File: src/rtl/button_event_gen_if.sv
// Button level inputs and command event outputs between the debounce
// stage and the watch control FSM.
interface button_event_gen_if;
    logic mode_level;
    logic add_level;
    logic sub_level;
    logic mode_short;
    logic mode_long;
    logic add_step;
    logic sub_step;
    logic repeating;

    modport master (
        output mode_level, add_level, sub_level,
        input  mode_short, mode_long, add_step, sub_step, repeating
    );

    modport slave (
        input  mode_level, add_level, sub_level,
        output mode_short, mode_long, add_step, sub_step, repeating
    );
endinterface

File: src/rtl/button_event_gen.sv
// Turns debounced mode/add/sub levels into single-cycle command events:
// short/long mode presses, add/sub steps with auto-repeat, chord lockout.
//
// state    | meaning
// M_IDLE   | mode released, waiting for a fresh press
// M_HELD   | mode held, timing toward a long press
// M_DONE   | long press reported, waiting for release
// A_IDLE   | add/sub released, waiting for a fresh press
// A_HOLD   | one step issued, timing toward auto-repeat
// A_REPEAT | auto-repeat active, stepping every REPEAT_COUNT cycles
// A_LOCK   | add+sub chord seen, silent until both released
module button_event_gen #(
    parameter int unsigned LONG_COUNT   = 100_000_000,
    parameter int unsigned REPEAT_COUNT = 20_000_000
) (
    input  logic              clock,
    input  logic              reset,
    button_event_gen_if.slave bus
);
    localparam int unsigned MAX_COUNT = (LONG_COUNT > REPEAT_COUNT) ? LONG_COUNT : REPEAT_COUNT;
    localparam int          CNT_W     = $clog2(MAX_COUNT);
    localparam logic [CNT_W-1:0] LONG_LAST   = CNT_W'(LONG_COUNT - 1);
    localparam logic [CNT_W-1:0] REPEAT_LAST = CNT_W'(REPEAT_COUNT - 1);
    localparam logic DIR_ADD = 1'b0;
    localparam logic DIR_SUB = 1'b1;

    typedef enum logic [1:0] {M_IDLE, M_HELD, M_DONE} mode_state_t;
    typedef enum logic [1:0] {A_IDLE, A_HOLD, A_REPEAT, A_LOCK} adj_state_t;

    mode_state_t      mode_state;
    adj_state_t       adj_state;
    logic [CNT_W-1:0] mode_cnt;
    logic [CNT_W-1:0] adj_cnt;
    logic             mode_prev;
    logic             add_prev;
    logic             sub_prev;
    logic             dir;

    logic             mode_rise;
    logic             add_rise;
    logic             sub_rise;
    logic             dir_level;
    logic             other_level;
    logic [CNT_W-1:0] adj_last;

    assign mode_rise   = bus.mode_level & ~mode_prev;
    assign add_rise    = bus.add_level & ~add_prev;
    assign sub_rise    = bus.sub_level & ~sub_prev;
    assign dir_level   = (dir == DIR_SUB) ? bus.sub_level : bus.add_level;
    assign other_level = (dir == DIR_SUB) ? bus.add_level : bus.sub_level;
    assign adj_last    = (adj_state == A_HOLD) ? LONG_LAST : REPEAT_LAST;

    // prev resets high so a button held through reset needs a re-press
    always_ff @(posedge clock or negedge reset) begin
        if (!reset) begin
            mode_prev <= 1'b1;
            add_prev  <= 1'b1;
            sub_prev  <= 1'b1;
        end else begin
            mode_prev <= bus.mode_level;
            add_prev  <= bus.add_level;
            sub_prev  <= bus.sub_level;
        end
    end

    always_ff @(posedge clock or negedge reset) begin
        if (!reset) begin
            mode_state     <= M_IDLE;
            mode_cnt       <= '0;
            bus.mode_short <= 1'b0;
            bus.mode_long  <= 1'b0;
        end else begin
            bus.mode_short <= 1'b0;
            bus.mode_long  <= 1'b0;
            case (mode_state)
                M_IDLE: begin
                    if (mode_rise) begin
                        mode_state <= M_HELD;
                        mode_cnt   <= '0;
                    end
                end
                M_HELD: begin
                    if (!bus.mode_level) begin
                        bus.mode_short <= 1'b1;
                        mode_state     <= M_IDLE;
                        mode_cnt       <= '0;
                    end else if (mode_cnt == LONG_LAST) begin
                        bus.mode_long <= 1'b1;
                        mode_state    <= M_DONE;
                        mode_cnt      <= '0;
                    end else begin
                        mode_cnt <= mode_cnt + 1'b1;
                    end
                end
                M_DONE: begin
                    if (!bus.mode_level) mode_state <= M_IDLE;
                end
                default: begin
                    mode_state <= M_IDLE;
                    mode_cnt   <= '0;
                end
            endcase
        end
    end

    always_ff @(posedge clock or negedge reset) begin
        if (!reset) begin
            adj_state     <= A_IDLE;
            adj_cnt       <= '0;
            dir           <= DIR_ADD;
            bus.add_step  <= 1'b0;
            bus.sub_step  <= 1'b0;
            bus.repeating <= 1'b0;
        end else begin
            bus.add_step <= 1'b0;
            bus.sub_step <= 1'b0;
            case (adj_state)
                A_IDLE: begin
                    // a chord is recognised even when only one of the two is new
                    if (bus.add_level && bus.sub_level && (add_rise || sub_rise)) begin
                        adj_state <= A_LOCK;
                    end else if (add_rise) begin
                        bus.add_step <= 1'b1;
                        dir          <= DIR_ADD;
                        adj_cnt      <= '0;
                        adj_state    <= A_HOLD;
                    end else if (sub_rise) begin
                        bus.sub_step <= 1'b1;
                        dir          <= DIR_SUB;
                        adj_cnt      <= '0;
                        adj_state    <= A_HOLD;
                    end
                end
                A_HOLD, A_REPEAT: begin
                    if (!dir_level) begin
                        adj_state     <= A_IDLE;
                        adj_cnt       <= '0;
                        bus.repeating <= 1'b0;
                    end else if (other_level) begin
                        adj_state     <= A_LOCK;
                        adj_cnt       <= '0;
                        bus.repeating <= 1'b0;
                    end else if (adj_cnt == adj_last) begin
                        bus.add_step  <= (dir == DIR_ADD);
                        bus.sub_step  <= (dir == DIR_SUB);
                        adj_cnt       <= '0;
                        adj_state     <= A_REPEAT;
                        bus.repeating <= 1'b1;
                    end else begin
                        adj_cnt <= adj_cnt + 1'b1;
                    end
                end
                A_LOCK: begin
                    if (!bus.add_level && !bus.sub_level) adj_state <= A_IDLE;
                end
                default: begin
                    adj_state     <= A_IDLE;
                    adj_cnt       <= '0;
                    bus.repeating <= 1'b0;
                end
            endcase
        end
    end
endmodule

File: src/flat_wrapper.sv
// flat-port wrapper written by rule: the top's interface ports become plain ports
module button_event_gen_flat 
#(
    parameter int unsigned LONG_COUNT   = 100_000_000,
    parameter int unsigned REPEAT_COUNT = 20_000_000
)
  (clock, reset, bus_mode_level, bus_add_level, bus_sub_level, bus_mode_short, bus_mode_long, bus_add_step, bus_sub_step, bus_repeating);
  button_event_gen_if bus_i ();
  input  logic clock;
  input  logic reset;
  input wire logic [$bits(bus_i.mode_level)-1:0] bus_mode_level;
  input wire logic [$bits(bus_i.add_level)-1:0] bus_add_level;
  input wire logic [$bits(bus_i.sub_level)-1:0] bus_sub_level;
  output wire logic [$bits(bus_i.mode_short)-1:0] bus_mode_short;
  output wire logic [$bits(bus_i.mode_long)-1:0] bus_mode_long;
  output wire logic [$bits(bus_i.add_step)-1:0] bus_add_step;
  output wire logic [$bits(bus_i.sub_step)-1:0] bus_sub_step;
  output wire logic [$bits(bus_i.repeating)-1:0] bus_repeating;
  assign bus_i.mode_level = bus_mode_level;
  assign bus_i.add_level = bus_add_level;
  assign bus_i.sub_level = bus_sub_level;
  assign bus_mode_short = bus_i.mode_short;
  assign bus_mode_long = bus_i.mode_long;
  assign bus_add_step = bus_i.add_step;
  assign bus_sub_step = bus_i.sub_step;
  assign bus_repeating = bus_i.repeating;
  button_event_gen #(.LONG_COUNT(LONG_COUNT), .REPEAT_COUNT(REPEAT_COUNT)) u_core (.clock(clock), .reset(reset), .bus(bus_i));
endmodule
File: config.mk
export PLATFORM = sky130hd
export DESIGN_NAME = button_event_gen_flat
export DESIGN_NICKNAME = d
export VERILOG_FILES = /design/src/rtl/button_event_gen_if.sv /design/src/rtl/button_event_gen.sv /design/src/flat_wrapper.sv
export SDC_FILE = /design/constraint.sdc
export NUM_CORES = 1
export LEC_CHECK = 0
export CORE_ASPECT_RATIO = 0.6
export CORE_MARGIN = 2
export CORE_UTILIZATION = 50
export DETAILED_ROUTE_END_ITERATION = 7
export MAX_ROUTING_LAYER = met4
export PLACE_DENSITY = 0.7
export SKIP_CTS_REPAIR_TIMING = 1
export SYNTH_ARGS = -nofsm -noshare
export SYNTH_HDL_FRONTEND = slang
export SYNTH_SLANG_ARGS = --single-unit
File: constraint.sdc
create_clock -name clock -period 2.2 [get_ports clock]
set_clock_uncertainty 0.15 [all_clocks]
set_input_delay 0.44 -clock clock [delete_from_list [all_inputs] [get_ports clock]]
set_output_delay 0.44 -clock clock [all_outputs]
set_load 0.1 [all_outputs]
==> results of run 1 <==
[stage by stage]
| stage | power (W) | cell area (sq um) | hold slack (ns) | setup TNS (ns) |
|---|---|---|---|---|
| after floorplan | 0.002158 | 3732 | -0.005591 | 0 |
| after global placement | 0.002500 | 4185 | 0.3064 | -11.58 |
| after detailed placement | 0.002523 | 4185 | 0.3087 | -12.67 |
| after CTS | 0.004111 | 4514 | -0.03533 | -1.132 |
| after global routing | 0.004399 | 4649 | 0.4141 | -0.0002065 |
| final | 0.004211 | 4649 | 0.3928 | 0 |
[power breakdown]
part           leakage, nW  switching, W  internal, W  total (W)
registers            0.913     0.0000888      0.00130    0.00139
logic                0.791      0.000727     0.000505    0.00123
clock network        0.159      0.000532      0.00105    0.00158
[kinds of logic (layout without fill, tap and decap cells)]
kind of cell | count (synthesis) | after routing | synth area share [%]
AND/OR/NAND/NOR | 201 | 201 | 29.90
flip-flops | 67 | 67 | 45.02
XOR/XNOR | 45 | 45 | 10.56
AO/OA/AOI/OAI | 40 | 40 | 8.347
buffers and inverters | 24 | 76 | 3.487
adder cells (fa/ha/maj) | 6 | 6 | 2.011
multiplexers | 2 | 2 | 0.6704
[cell type report]
type	count	area (sq um)	area share (%)
Sequential cell	67	1680	36.14
Clock buffer	12	256.5	5.517
Tap cell	104	130.1	2.799
Inverter	10	37.54	0.8073
Timing Repair Buffer	50	456.7	9.822
Clock inverter	4	72.57	1.561
Multi-Input combinational cell	294	2016	43.35
[worst paths after layout]
path / startpoint / endpoint
max: bus_sub_level / u_core.adj_cnt[11]
min: u_core.mode_cnt[21] / u_core.mode_cnt[21]
max reg2reg: u_core.adj_cnt[9] / u_core.adj_cnt[14]
min reg2reg: u_core.mode_cnt[21] / u_core.mode_cnt[21]
max in group asynchronous: reset / u_core.mode_prev
min in group asynchronous: reset / u_core.adj_cnt[17]
[routing by layer]
metal / global-route usage [%] / wire length (microns) / vias to the layer above / share of wire, %
met5: - / 0 / - / 0
met4: 5.890 / 75 / 0 / 0.87
met3: 6.684 / 656 / 5 / 7.6
met2: 28.46 / 3417 / 106 / 40
met1: 36.36 / 4438 / 1520 / 52
li1: - / - / 1460 / -
[cells in the final DEF (no fill, tap or decap), types with 5 or more instances in the layout]
cell,count
sky130_fd_sc_hd__dfrtp_1,64
sky130_fd_sc_hd__a21oi_1,5
sky130_fd_sc_hd__ha_1,6
sky130_fd_sc_hd__nand3_1,20
sky130_fd_sc_hd__inv_1,10
sky130_fd_sc_hd__xnor2_1,25
sky130_fd_sc_hd__nand4_1,21
sky130_fd_sc_hd__nand2_1,30
sky130_fd_sc_hd__nor4_1,7
sky130_fd_sc_hd__nor4_2,7
sky130_fd_sc_hd__clkbuf_16,9
sky130_fd_sc_hd__nor2_1,51
sky130_fd_sc_hd__buf_4,38
sky130_fd_sc_hd__nor3_1,13
sky130_fd_sc_hd__nor2_2,11
sky130_fd_sc_hd__o21ai_0,9
sky130_fd_sc_hd__xor2_1,20
sky130_fd_sc_hd__buf_12,5
[sequential cells by signal (all words and copies together), names as in the netlist]
signal / cells
u_core.adj_cnt: 27
u_core.mode_cnt: 27
u_core.adj_state: 2
u_core.mode_state: 2
u_core.add_prev: 1
u_core.bus.add_step: 1
u_core.bus.mode_long: 1
u_core.bus.mode_short: 1
u_core.bus.repeating: 1
u_core.bus.sub_step: 1
u_core.dir: 1
u_core.mode_prev: 1
u_core.sub_prev: 1
[worst reg2reg max path: stages, from the launching register on]
cell                       delay, ns
sky130_fd_sc_hd__dfrtp_1        0.39
sky130_fd_sc_hd__or4_4          0.55
sky130_fd_sc_hd__nor4_4         0.22
sky130_fd_sc_hd__o211ai_1       0.23
sky130_fd_sc_hd__a21oi_4        0.19
sky130_fd_sc_hd__buf_12         0.19
sky130_fd_sc_hd__nor2_1         0.08
==> results.rst, run 1 <==
.. list-table::
   :header-rows: 1

   * - Metric
     - Value
   * - Count of inserted antenna diode cells
     - 0
   * - Maximum clock path buffer count
     - 2
   * - Weighted congestion reported at the end of routability-driven placement
     - around 0.9
   * - Layout-stage area growth over the synthesis result
     - 24.57%
   * - Number of DRC markers after the initial detailed-route iteration
     - 369
   * - Port-buffer cells
     - 9
   * - Leakage power figure
     - ~1.9 nW
   * - Mean number of vias per cell
     - between 5 and 6
   * - Crit. End Element
     - flip-flop
   * - Number of cells in the finished layout apart from fillers
     - 541
   * - Number of fill cells in the layout
     - 567
   * - Largest net degree at the start of global routing
     - 27
   * - Register bit total from synthesis
     - 67
   * - Cell count after synthesis
     - ~390
   * - Library cell with the largest summed area after synthesis
     - sky130_fd_sc_hd__dfrtp_1
   * - Hold Crit Class
     - flip-flop to flip-flop
   * - Min setup slack post-route
     - 0.05197 ns
   * - Clock slew at reported path FFs
     - 0.05 ns
   * - Most common cell in the netlist
     - sky130_fd_sc_hd__dfrtp_1
   * - Num ports
     - 10
   * - Total buffers and inverters traversed by the critical path
     - 2
   * - Top post-synthesis cells by count
     - sky130_fd_sc_hd__dfrtp_1 (64), sky130_fd_sc_hd__nor2_1 (52), sky130_fd_sc_hd__nand2_1 (30), sky130_fd_sc_hd__xnor2_1 (25), sky130_fd_sc_hd__nand4_1 (21)
   * - Final count of negative-setup-slack endpoints
     - 0
   * - Latest clock arrival within the worst-skew pair
     - roughly 0.33 ns
   * - Kind of start point of the critical path
     - primary input
   * - Grt ovf
     - 0
   * - Number of global-route vias before repair
     - 2791
   * - DR WL/cell
     - 15.87 microns
   * - MaxCap Viol Count
     - 0
   * - Crit path largest cell delay
     - 0.52 ns
   * - Floorplan die area
     - around 8200 sq um
   * - Area of the placeable core
     - 7237 sq um
   * - Run status
     - complete, no violations
   * - Leading post-synthesis cells by cell area
     - sky130_fd_sc_hd__dfrtp_1 (43%), sky130_fd_sc_hd__xnor2_1 (5.9%), sky130_fd_sc_hd__nor2_1 (5.2%), sky130_fd_sc_hd__xor2_1 (4.7%), sky130_fd_sc_hd__nand4_1 (3.5%)
   * - Max Clk Rate
     - 465.5 MHz
   * - Max rail drop VDD
     - 0.4593 mV
   * - CTS tree
     - done
   * - Clock tree root driver cell
     - sky130_fd_sc_hd__clkbuf_16
   * - Antenna violations before repair
     - 0
   * - Cell depth of the worst hold path
     - 2
   * - Power Dens Cells
     - around 910 nW/um^2
   * - Post-synthesis net count
     - roughly 400
   * - Crit path required time
     - 2.27 ns
   * - Floorplan row count
     - 24
   * - Chip height
     - ~71 microns
   * - Share of flip-flops with an asynchronous set or reset after synthesis
     - 100.0%
   * - DP Wirelength
     - around 6 mm
   * - Period utilization
     - 97.64%
   * - First-pass GRT wire length
     - between 10 and 15 mm
   * - DP Worst Slack
     - -0.4050 ns
   * - Overall Global Routing Usage
     - roughly 23%
   * - Synthesized area per cell
     - 9.694 sq um
   * - Max Slew Vio Count
     - 0
   * - Post-layout min period
     - 2.148 ns
   * - Number of endpoints with negative hold slack in the final report
     - 0
   * - Total clock sinks
     - 67
   * - DRT Wirelength
     - 8.587 mm
   * - YS warnings
     - 0
   * - Cell Area, Synth
     - approximately 3700 sq um
   * - Number of nets still failing antenna checks after routing
     - 0
   * - CP Depth
     - 7
   * - Worst path top cell family by delay
     - buffers and inverters
   * - Pre-Repair DR Iteration Count
     - 5
   * - Final core utilization
     - 64.25%
   * - Worst max-slew margin expressed relative to the limit
     - 62.23%
   * - Total number of vias
     - ~3k
   * - Number of nets in the layout
     - 443
   * - Seq/Total Area, Yosys
     - 45.02%
   * - Starting density of the core
     - between 50% and 60%
   * - Crit path DAT
     - roughly 2.2 ns
   * - Fraction of post-synthesis cell area in the top cell type by area
     - 42.91%
   * - CTS HTree Levels
     - 3
   * - Logic depth of the worst register-to-register path
     - 6
   * - Post-synth cell types
     - 59
   * - Startpoint-to-endpoint class of the critical path
     - primary input to flip-flop
   * - Placed instance count
     - 523
   * - Fraction of final layout cells with drive strength greater than 1
     - between 20% and 30%
   * - Worst slew pin tran
     - approximately 0.57 ns
   * - Worst-path maximum fanout
     - 16
   * - Die width
     - 115.5 microns
   * - CP cell instances
     - clkdlybuf4s50_1, or3b_4, a31oi_4, buf_8, nand4_1, xor2_1, nor2_2
   * - Total DRC errors in the routed layout
     - 0
   * - Number of enable-type register cells in the synthesized netlist
     - 0
   * - Inserted Clock Buffers
     - 9
   * - Reg-to-reg slack, setup
     - 0.08 ns
   * - Commonest register cell after synthesis
     - sky130_fd_sc_hd__dfrtp_1
   * - Cell with the largest stage delay on the worst path
     - sky130_fd_sc_hd__clkdlybuf4s50_1
Power figures use the tool's default switching activity.
==> run 2, diff against run 1 <==
--- a/config.mk
+++ b/config.mk
@@ -9,7 +9,6 @@
 export CORE_MARGIN = 2
 export CORE_UTILIZATION = 50
 export DETAILED_ROUTE_END_ITERATION = 7
-export MAX_ROUTING_LAYER = met4
 export PLACE_DENSITY = 0.7
 export SKIP_CTS_REPAIR_TIMING = 1
 export SYNTH_ARGS = -nofsm -noshare
==> run 2 against run 1 <==
Count of clock-buffer cells in the layout unchanged. Die area unchanged. Sequential share of layout area unchanged. Register-to-register slack about the same. Total power about the same. Non-clock buffer count unchanged. Critical path type unchanged. Largest power group unchanged.
==> results.rst, run 2 (synthesis gave the netlist of run 1 again) <==
.. list-table::
   :header-rows: 1

   * - Metric
     - Value
   * - Min setup slack post-route
     - 0.04723 ns
   * - Most frequent cells in the layout
     - sky130_fd_sc_hd__dfrtp_1 (64), sky130_fd_sc_hd__nor2_1 (51), sky130_fd_sc_hd__buf_4 (38)
   * - Latest clock arrival within the worst-skew pair
     - 0.33 ns
   * - DP Worst Slack
     - -0.4050 ns
   * - Routing usage on met1
     - 36.53%
   * - Critical register-to-register path endpoint
     - u_core.adj_cnt[14]
   * - Antenna violations before repair
     - 0
   * - Logic depth of the worst register-to-register path
     - 6
   * - Number of nets still failing antenna checks after routing
     - 0
   * - Crit. End Element
     - flip-flop
   * - Clock slew at reported path FFs
     - 0.05 ns
   * - Global-route met3 utilization
     - 6.684%
   * - Total buffers and inverters traversed by the critical path
     - 2
   * - Met2 usage
     - 28.40%
   * - CTS tree
     - done
   * - Post-layout min period
     - 2.153 ns
   * - Max Slew Vio Count
     - 0
   * - Min-Delay Endpoint
     - u_core.mode_cnt[21]
   * - Hold Crit Class
     - flip-flop to flip-flop
   * - Number of endpoints with negative hold slack in the final report
     - 0
   * - Floorplan row count
     - 24
   * - Sum of negative setup slack
     - 0 ns
   * - Power Dens Cells
     - between 900 and 1000 nW/um^2
   * - Number of nets in the layout
     - 443
   * - Total number of vias
     - 3077
   * - Weighted congestion reported at the end of routability-driven placement
     - 0.8851
   * - Pre-Repair DR Iteration Count
     - 5
   * - Die width
     - 115.5 microns
   * - Overall Global Routing Usage
     - 22.49%
   * - Worst slew pin tran
     - 0.5681 ns
   * - Total clock sinks
     - 67
   * - Run status
     - complete, no violations
   * - Cell with the largest stage delay on the worst path
     - sky130_fd_sc_hd__clkdlybuf4s50_1
   * - DP Wirelength
     - 5.979 mm
   * - Mean number of vias per cell
     - roughly 5.7
   * - Most frequent standard cell in the layout excluding fill and tap cells
     - sky130_fd_sc_hd__dfrtp_1
   * - DRT Wirelength
     - 8.571 mm
   * - Number of DRC markers after the initial detailed-route iteration
     - 338
   * - Crit path largest cell delay
     - 0.52 ns
   * - Grt ovf
     - 0
   * - CTS HTree Levels
     - 3
   * - Count of inserted antenna diode cells
     - 0
   * - Period utilization
     - 97.85%
   * - Number of global-route vias before repair
     - about 2.8k
   * - Startpoint-to-endpoint class of the critical path
     - primary input to flip-flop
   * - Cell depth of the worst hold path
     - 2
   * - Leakage power figure
     - 1.863 nW
   * - Hold Slack
     - ~0.39 ns
   * - First-pass GRT wire length
     - 14.24 mm
   * - CP cell instances
     - clkdlybuf4s50_1, or3b_4, a31oi_4, buf_8, nand4_1, xor2_1, nor2_2
   * - Floorplan die area
     - approximately 8200 sq um
   * - Maximum clock path buffer count
     - 2
   * - Final count of negative-setup-slack endpoints
     - 0
   * - Crit path required time
     - around 2.3 ns
   * - Num ports
     - 10
   * - Port-buffer cells
     - 9
   * - Layout-stage area growth over the synthesis result
     - 24.57%
   * - Largest registers
     - u_core.adj_cnt: 27 flops, u_core.mode_cnt: 27 flops
   * - Reg-to-reg startpoint
     - u_core.adj_cnt[9]
   * - Worst max-slew margin expressed relative to the limit
     - 62.12%
   * - Max Clk Rate
     - 464.5 MHz
   * - DR WL/cell
     - 15.84 microns
   * - Chip height
     - 70.93 microns
   * - Max rail drop VDD
     - 0.4592 mV
   * - MaxCap Viol Count
     - 0
   * - Startpoint of the worst hold path
     - u_core.mode_cnt[21]
   * - Reg-to-reg slack, setup
     - 0.07 ns
   * - Largest net degree at the start of global routing
     - 27
   * - Total DRC errors in the routed layout
     - 0
   * - Inserted Clock Buffers
     - 9
   * - Kind of start point of the critical path
     - primary input
   * - Worst-path maximum fanout
     - 16
   * - Fraction of final layout cells with drive strength greater than 1
     - 24.26%
   * - Crit path DAT
     - 2.22 ns
   * - Most used routing layer in global routing
     - met1
   * - Starting density of the core
     - 51.57%
   * - Worst path top cell family by delay
     - buffers and inverters
   * - Area of the placeable core
     - approximately 7200 sq um
   * - Clock tree root driver cell
     - sky130_fd_sc_hd__clkbuf_16
==> run 2: worst min-delay path, delay by kind of cell (launching register included) <==
family,cells,cell delay [ns]
XOR/XNOR,1,0.08
AND/OR/NAND/NOR,1,0.07
flip-flops,1,0.36
==> run 2: area by class of cell <==
cell class / count / area (sq um)
fillers: 567 / 2587
multi-input cells: 294 / 2016
flip-flops and latches: 67 / 1680
repair buffers: 50 / 456.7
clock buffers: 12 / 256.5
well taps: 104 / 130.1
clock inverters: 4 / 72.57
inverters: 10 / 37.54
==> run 2: worst max path at each step <==
stage,startpoint,end,slack [ns],cells after the start
6_report,bus_sub_level,u_core.adj_cnt[11],0.05,7
4_1_cts,bus_add_level,u_core.adj_cnt[11],-0.07,7
2_1_floorplan,u_core.adj_cnt[9],u_core.adj_state[1],0.1,5
5_1_grt,u_core.adj_cnt[9],u_core.adj_cnt[3],-0.0002,6
3_3_place_gp,bus_add_level,u_core.adj_cnt[20],-0.37,7
3_5_place_dp,bus_add_level,u_core.adj_cnt[11],-0.41,7
==> run 2: through the flow <==
| stage | power [W] | utilization (%) | std cells | area (sq um) |
|---|---|---|---|---|
| after floorplan | 0.002158 | - | 385 | 3732 |
| after global placement | 0.002500 | 57.83 | 523 | 4185 |
| after detailed placement | 0.002523 | 57.83 | 523 | 4185 |
| after CTS | 0.004111 | 62.38 | 539 | 4514 |
| after global routing | 0.004399 | 64.25 | 541 | 4649 |
| final | 0.004211 | 64.25 | 541 | 4649 |
==> run 2: power breakdown <==
| part | internal [W] | total (W) | leakage, nW | switching, W |
|---|---|---|---|---|
| Sequential | 0.00131 | 0.00139 | 0.913 | 0.0000886 |
| Clock | 0.00105 | 0.00158 | 0.159 | 0.000531 |
| Combinational | 0.000505 | 0.00123 | 0.791 | 0.000729 |
| Total | 0.00286 | 0.00421 | 1.86 | 0.00135 |
==> run 2: per-layer routing <==
layer	up-vias	part of all wire [%]
met1	1519	53
met2	83	39
met5	-	0
met3	11	6.1
li1	1464	-
met4	0	1.1
==> run 3, diff against run 2 <==
--- a/config.mk
+++ b/config.mk
@@ -11,6 +11,7 @@
 export DETAILED_ROUTE_END_ITERATION = 7
 export PLACE_DENSITY = 0.7
 export SKIP_CTS_REPAIR_TIMING = 1
+export SLEW_MARGIN = 20
 export SYNTH_ARGS = -nofsm -noshare
 export SYNTH_HDL_FRONTEND = slang
 export SYNTH_SLANG_ARGS = --single-unit
==> results of run 3 <==
The final DEF is identical to that of run 2; final timing and power are the same.
==> variant (settings of run 1) <==
Make the reset (`reset`) synchronous in 3 clocked blocks.
--- a/src/rtl/button_event_gen.sv
+++ b/src/rtl/button_event_gen.sv
@@ -53,3 +53,3 @@
     // prev resets high so a button held through reset needs a re-press
-    always_ff @(posedge clock or negedge reset) begin
+    always_ff @(posedge clock) begin
         if (!reset) begin
@@ -65,3 +65,3 @@
 
-    always_ff @(posedge clock or negedge reset) begin
+    always_ff @(posedge clock) begin
         if (!reset) begin
@@ -105,3 +105,3 @@
 
-    always_ff @(posedge clock or negedge reset) begin
+    always_ff @(posedge clock) begin
         if (!reset) begin
Function: differs if reset is asserted again (counterexample within 4 cycles, from zero or initial values and one cycle with reset low); with reset held inactive, the same outputs for 10 cycles.
==> variant against run 1 <==
  * Critical path type is now flip-flop to flip-flop
  * Setup slack worse by 0.19 ns
  * Sequential cell count is the same
  * Wire length shrank 7.4%
  * Fmax is 8.1% lower
  * Largest cell class unchanged
  * Final area down 8.5%
  * The run now ends with negative setup slack left
  * Total power is 30% lower
  * Synthesized area decreased by 11%
  * Core utilization rose by 3.8 points
  * Non-clock buffer count increased by 13
==> variant: results (changes against run 1) <==
metric;value;unit;change
final setup fails;31;;+31
setup slack after layout;-0.1374;ns;-0.1893 ns
Synth async-reset ratio;0;;-1.000
placed insts;508;;-2.9%
sequential standard cell area;1345;µm²;-20%
Routed wire per std cell;15.08;µm;-5.0%
Leak;1.419;nW;-24%
fraction of area in multi-input gates;0.4681;;+0.03455
Slew HR;0.7042;;+0.08188
clock-pin slew on the worst setup and hold paths;0.08;ns;+0.03 ns
Commonest cells post-synth;dfxtp_1, nor3_1, xnor2_1;;
initial drt markers;181;;-51%
layout cell share with drive strength beyond 1;0.2619;;+0.01929
later-pin clock latency in the skew report;0.35;ns;+0.02 ns
setup tns final;-3.400;ns;-3.400 ns
gpl congestion;0.8774;;-2.5%
status;finished, violations left;;
Max VDD drop;0.0006062;V;+32%
Fillers;481;;-15%
Unique masters post-synth;49;;-17%
clock-cell share of area;0.04560;;-0.02517
failing checks;negative setup slack;;
largest net degree at the start of global routing;43;;+59%
clkbuf count;11;;-1
Worst Hold Path EP;u_core.mode_cnt[0];;
Synth Instances;384;;-0.26%
Signal buffers;63;;+26%
via density per instance;5.761;;+0.83%
Non-clock inverters;18;;+8
Placement Setup Slack;-0.4073;ns;-0.002321 ns
Post-Place Cell Area;3820;µm²;-8.7%
gr usage total;0.2300;;-0.001635
main flop type after synthesis;dfxtp_1;;
dpl hpwl;5250;µm;-12%
vias in the first global route;2759;;-1.1%
Routed WL;7949;µm;-7.4%
first-pass GRT wire length;12720;µm;-11%
P_sw;870.2;µW;-35%
WHS;0.3512;ns;-0.04161 ns
Crit Reg-Reg Startpoint;u_core.adj_cnt[8];;
slowest CP cell;or4_1;;
[variant: changes by cell type after synthesis, moves of 7 or more]
cell	change
dfxtp_1	+67
dfrtp_1	-64
nor3_1	+51
nor2_1	-35
clkbuf_1	+13
nor2_2	-10
inv_1	+7
nand2_1	-7
[variant: metal layers]
| metal | routed length, µm | up-vias | part of all wire | track usage |
|---|---|---|---|---|
| li1 | - | 1489 | - | - |
| met1 | 3997 | 1431 | 0.50 | 0.3125 |
| met2 | 3321 | 106 | 0.42 | 0.3300 |
| met3 | 549 | 10 | 0.069 | 0.06360 |
| met4 | 81 | 0 | 0.010 | 0.07372 |
| met5 | 0 | - | 0 | - |
[variant: power groups by stage]
stage,Clock [mW],Combinational [mW],Sequential (mW)
after CTS,1.04,0.494,1.26
after global placement,0,0.476,1.29
final,1.02,0.646,1.27
after detailed placement,0,0.492,1.29
after floorplan,0,0.325,1.30
after global routing,1.09,0.694,1.27
[variant: worst max-delay path by stage]
stage / start / end / cells after the start
after global placement: bus_add_level / u_core.adj_cnt[16] / 7
after global routing: u_core.adj_cnt[8] / u_core.bus.sub_step / 6
after floorplan: u_core.adj_cnt[8] / u_core.adj_cnt[8] / 7
final: u_core.adj_cnt[8] / u_core.adj_cnt[16] / 6
after detailed placement: bus_sub_level / u_core.adj_cnt[3] / 7
after CTS: u_core.adj_cnt[8] / u_core.bus.add_step / 6
[variant: cell families after synthesis]
group	count (synthesis)	share of synthesized area
AND/OR/NAND/NOR	189	0.3109
adder cells (fa/ha/maj)	5	0.01889
AO/OA/AOI/OAI	31	0.07178
flip-flops	67	0.4050
XOR/XNOR	51	0.1349
buffers and inverters	38	0.04949
multiplexers	3	0.009067
